### src/rtl/fmap_pingpong_ctrl.sv
`default_nettype none
// ============================================================================
// Module   : fmap_pingpong_ctrl
// Brief    : Ping-pong controller for two feature-map frame buffers. The
//            producer fills banks alternately, and the consumer scans each
//            full bank in row-major order with a valid/ready handshake.
// Revision : 1.0  initial release
// ============================================================================
module fmap_pingpong_ctrl #(
    parameter int H  = 14,
    parameter int W  = 13,
    parameter int RW = $clog2(H),
    parameter int CW = $clog2(W)
) (
    input  logic          clk,
    input  logic          rst_n,
    input  logic          wr_req,
    output logic          wr_ack,
    output logic [1:0]    buf_load,
    input  logic          rd_start,
    input  logic          rd_ready,
    output logic          rd_valid,
    output logic          rd_bank,
    output logic [RW-1:0] rd_row,
    output logic [CW-1:0] rd_col,
    output logic          rd_last,
    output logic [1:0]    full,
    output logic          busy
);

    localparam logic [RW-1:0] ROW_LAST = RW'(H - 1);
    localparam logic [CW-1:0] COL_LAST = CW'(W - 1);

    typedef enum logic [0:0] {
        IDLE = 1'b0,
        SCAN = 1'b1
    } state_t;

    state_t        state, state_nx;
    logic          wr_ptr, wr_ptr_nx;
    logic          rd_ptr, rd_ptr_nx;
    logic [1:0]    full_nx;
    logic          rd_valid_nx;
    logic          rd_bank_nx;
    logic [RW-1:0] rd_row_nx;
    logic [CW-1:0] rd_col_nx;

    // A write is taken only into an empty bank; gated by reset so nothing
    // is acknowledged while the block is held in reset.
    assign wr_ack   = rst_n && wr_req && !full[wr_ptr];
    assign buf_load = wr_ack ? (wr_ptr ? 2'b10 : 2'b01) : 2'b00;
    assign rd_last  = rd_valid && (rd_row == ROW_LAST) && (rd_col == COL_LAST);
    assign busy     = (state == SCAN);

    // State and address registers; async reset empties both banks.
    always_ff @(posedge clk or negedge rst_n) begin
        if (!rst_n) begin
            state    <= IDLE;
            wr_ptr   <= 1'b0;
            rd_ptr   <= 1'b0;
            full     <= 2'b00;
            rd_valid <= 1'b0;
            rd_bank  <= 1'b0;
            rd_row   <= '0;
            rd_col   <= '0;
        end else begin
            state    <= state_nx;
            wr_ptr   <= wr_ptr_nx;
            rd_ptr   <= rd_ptr_nx;
            full     <= full_nx;
            rd_valid <= rd_valid_nx;
            rd_bank  <= rd_bank_nx;
            rd_row   <= rd_row_nx;
            rd_col   <= rd_col_nx;
        end
    end

    // Next-state: write capture, scan entry, address advance and bank release.
    always_comb begin
        state_nx    = state;
        wr_ptr_nx   = wr_ptr;
        rd_ptr_nx   = rd_ptr;
        full_nx     = full;
        rd_valid_nx = rd_valid;
        rd_bank_nx  = rd_bank;
        rd_row_nx   = rd_row;
        rd_col_nx   = rd_col;

        // The written bank is empty and the scanned bank is full, so the set
        // below and the clear in SCAN never target the same bit.
        if (wr_ack) begin
            full_nx[wr_ptr] = 1'b1;
            wr_ptr_nx       = ~wr_ptr;
        end

        case (state)
            IDLE: begin
                if (rd_start && full[rd_ptr]) begin
                    state_nx    = SCAN;
                    rd_bank_nx  = rd_ptr;
                    rd_row_nx   = '0;
                    rd_col_nx   = '0;
                    rd_valid_nx = 1'b1;
                end
            end
            SCAN: begin
                if (rd_valid && rd_ready) begin
                    if (rd_last) begin
                        full_nx[rd_ptr] = 1'b0;
                        rd_ptr_nx       = ~rd_ptr;
                        rd_valid_nx     = 1'b0;
                        state_nx        = IDLE;
                    end else if (rd_col == COL_LAST) begin
                        rd_col_nx = '0;
                        rd_row_nx = rd_row + RW'(1);
                    end else begin
                        rd_col_nx = rd_col + CW'(1);
                    end
                end
            end
            default: begin
                state_nx = IDLE;
            end
        endcase
    end

endmodule
`default_nettype wire

### config.mk
export PLATFORM = sky130hd
export DESIGN_NAME = fmap_pingpong_ctrl
export DESIGN_NICKNAME = d
export VERILOG_FILES = /design/src/rtl/fmap_pingpong_ctrl.sv
export SDC_FILE = /design/constraint.sdc
export NUM_CORES = 1
export LEC_CHECK = 0
export CAP_MARGIN = 15
export CORE_MARGIN = 1.5
export CORE_UTILIZATION = 45
export CTS_CLUSTER_DIAMETER = 50
export DETAILED_ROUTE_END_ITERATION = 8
export PLACE_DENSITY_LB_ADDON = 0.08
export SKIP_LAST_GASP = 1
export SLEW_MARGIN = 30
export SYNTH_ARGS = -nofsm -noshare
export SYNTH_HDL_FRONTEND = slang
export SYNTH_SLANG_ARGS = --single-unit
### constraint.sdc
create_clock -name clk -period 4.27 [get_ports clk]
set_clock_uncertainty 0.05 [all_clocks]
set_input_delay 0.427 -clock clk [delete_from_list [all_inputs] [get_ports clk]]
set_output_delay 0.427 -clock clk [all_outputs]
set_load 0.02 [all_outputs]
==> flow_summary_export.csv <==
group,metric,value,unit
clocking,cts-root-buf,"clkbuf_4",
yosys,synthFlopType,"dfrtp_1",
sta,tightestPinTransition,0.4862,ns
critical_path,startpoint_type,"input port",
cells_and_area,final_nets,115,
clocking,clockBufferDepth,2,
yosys,yosys_warnings,0,
cells_and_area,nFillCells,163,
yosys,yosysTopAreaCellShare,0.4367,
sta,post-route-period-util,0.6290,
routing,drc,0,
clocking,cts_tree,"built",
placement,place_area,0.001105,mm^2
die,initial_core_util,0.4872,
cells_and_area,utilization,0.6411,
die,coreArea,0.001764,mm^2
placement,dp_hpwl,1199,um
run_status,outcome,"finished clean",
critical_path,crit_arrival,2.21,ns
yosys,netlist_area,859.6,um^2
global_routing,grt_pass1_wl,2718,um
pwr,p_leak,0.4736,nW
clocking,clk_pin_slew,0.09,ns
yosys,synth_area_per_cell,10.74,um^2
sta,slew_viol_final,0,
yosys,ys_seq_elements,15,
clocking,htreeDepth,1,
placement,gp_congestion,0.7769,
pwr,p_per_area,715.1,mW/mm^2
yosys,synth_edf_count,0,
clocking,clk_latency,0.28,ns
sta,maxSlewHeadroom,0.6759,
clocking,hold_buffers,0,
sta,finalSetupTns,0,ns
global_routing,grtUsageTotal,0.1787,
routing,drtIter0Drc,14,
yosys,ys_async_sr_fraction,1.000,
sta,setup_viol,0,
global_routing,first_global_vias,602,
die,ios,22,
clocking,cts_resized,0,
sta,holdWs,0.4064,ns
sta,min_period,2.686,ns
die,die_area,0.002181,mm^2
cells_and_area,multi_input_area,457.9,um^2
cells_and_area,drive_gt1_frac,0.1238,
sta,hold_violations,0,
cells_and_area,syn2layout_area_growth,31.59,%
clocking,cts_setup_buffers,0,
run,drv_cap,0,
hold_path,hold_class,"input port to async pin",
routing,ant_nets,0,
placement,place_ws,1.569,ns
global_routing,grt_overflow_total,0,
clocking,numCtsBuffers,3,
critical_path,crit_type,"input port to output port",
yosys,synth_most_common_cell,"dfrtp_1",
pwr,irDropWorstVdd,0.3620,mV
cells_and_area,final_cells,130,
die,die_w,46.71,um
pwr,total_power,808.9,uW
placement,post-place-cells,126,
global_routing,antenna_found_initial,0,
routing,routed_via_density,5.177,
routing,finalWirelength,1670,um
die,die-height,46.71,um
critical_path,critical_path_required,3.79,ns
yosys,syn_inst,80,
routing,firstDrtPassIters,4,
sta,max_freq,0.3723,GHz
cells_and_area,post-route-cell-area,0.001131,mm^2
yosys,synth_area_leader_cell,"dfrtp_1",
yosys,ys_top_cells_by_area,"dfrtp_1 44%, ha_1 5.8%, mux2i_1 3.5%",
critical_path,crit_fanout,16,
routing,num_vias,673,
global_routing,grt_max_degree,17,
cells_and_area,diodes,0,
sta,postLayoutSetupSlackWorst,1.584,ns
yosys,synth_seq_area_share,0.4367,
placement,portBuffers,21,
clocking,cts_sinks,15,
yosys,ys_top_cells_by_count,"15 x dfrtp_1, 8 x nand2_1, 6 x inv_1",
yosys,syn-num-nets,89,
routing,wl_per_cell,12.85,um
die,rows,15,
cells_and_area,seq_area,375.4,um^2
yosys,ys_types,33,
sta,grt_setup_unrepaired,"no",
critical_path,end_kind,"output port",
-- flip-flops by register name, indices dropped and copies added, names as in the netlist --
| register | cells |
|---|---|
| rd_col | 4 |
| rd_row | 4 |
| full | 2 |
| busy | 1 |
| rd_bank | 1 |
| rd_ptr | 1 |
| rd_valid | 1 |
| wr_ptr | 1 |
-- per-layer routing --
metal / track usage / up-vias / wire length, um
li1: - / 336 / -
met1: 0.2785 / 317 / 894
met2: 0.2500 / 18 / 690
met3: 0.02353 / 2 / 72
met4: 0.06667 / 0 / 12
met5: 0 / - / 0
-- cells in the final DEF (no fill, tap or decap), types with 3 or more instances in the layout --
master	count
clkdlybuf4s50_1	21
nand2_1	8
mux2i_1	3
nor2b_1	3
nand3_1	4
dfrtp_1	15
clkbuf_4	3
nor2_1	4
ha_1	4
inv_1	6
-- kinds of logic after synthesis --
| kind of cell | synth area share |
|---|---|
| xor+xnor | 0.03057 |
| buf+inv | 0.03056 |
| flops | 0.4367 |
| simple gates | 0.2125 |
| compound gates | 0.1616 |
| fa+ha+maj | 0.05823 |
| mux | 0.06987 |
-- worst paths after layout --
kind	startpoint	endpoint	slack [ns]	cells after the start
max	rst_n	buf_load[0]	1.58	5
min	rst_n	rd_col[2]	0.41	2
max reg2reg	busy	full[1]	2.50	3
min reg2reg	wr_ptr	wr_ptr	0.49	1
max in group asynchronous	rst_n	rd_row[3]	3.59	2
min in group clk	wr_ptr	wr_ptr	0.49	1
-- report_power, final --
| part | internal (mW) | switching [mW] |
|---|---|---|
| Combinational | 0.217 | 0.214 |
| Sequential | 0.202 | 0.0947 |
| Clock | 0.0362 | 0.0453 |
-- worst max-delay path, cell delays in order --
cell and delay, ns:
clkdlybuf4s50_1 0.46, buf_4 0.23, and3_1 0.25, nor2b_1 0.22
clkdlybuf4s50_1 0.63
-- final cells by class --
cell class / instances / area share
multi-input cells: 58 / 0.4049
inverters: 6 / 0.01991
clock buffers: 4 / 0.02323
well taps: 25 / 0.02765
flip-flops and latches: 15 / 0.3319
repair buffers: 22 / 0.1925
No activity file was read; power rests on OpenSTA's default activity.
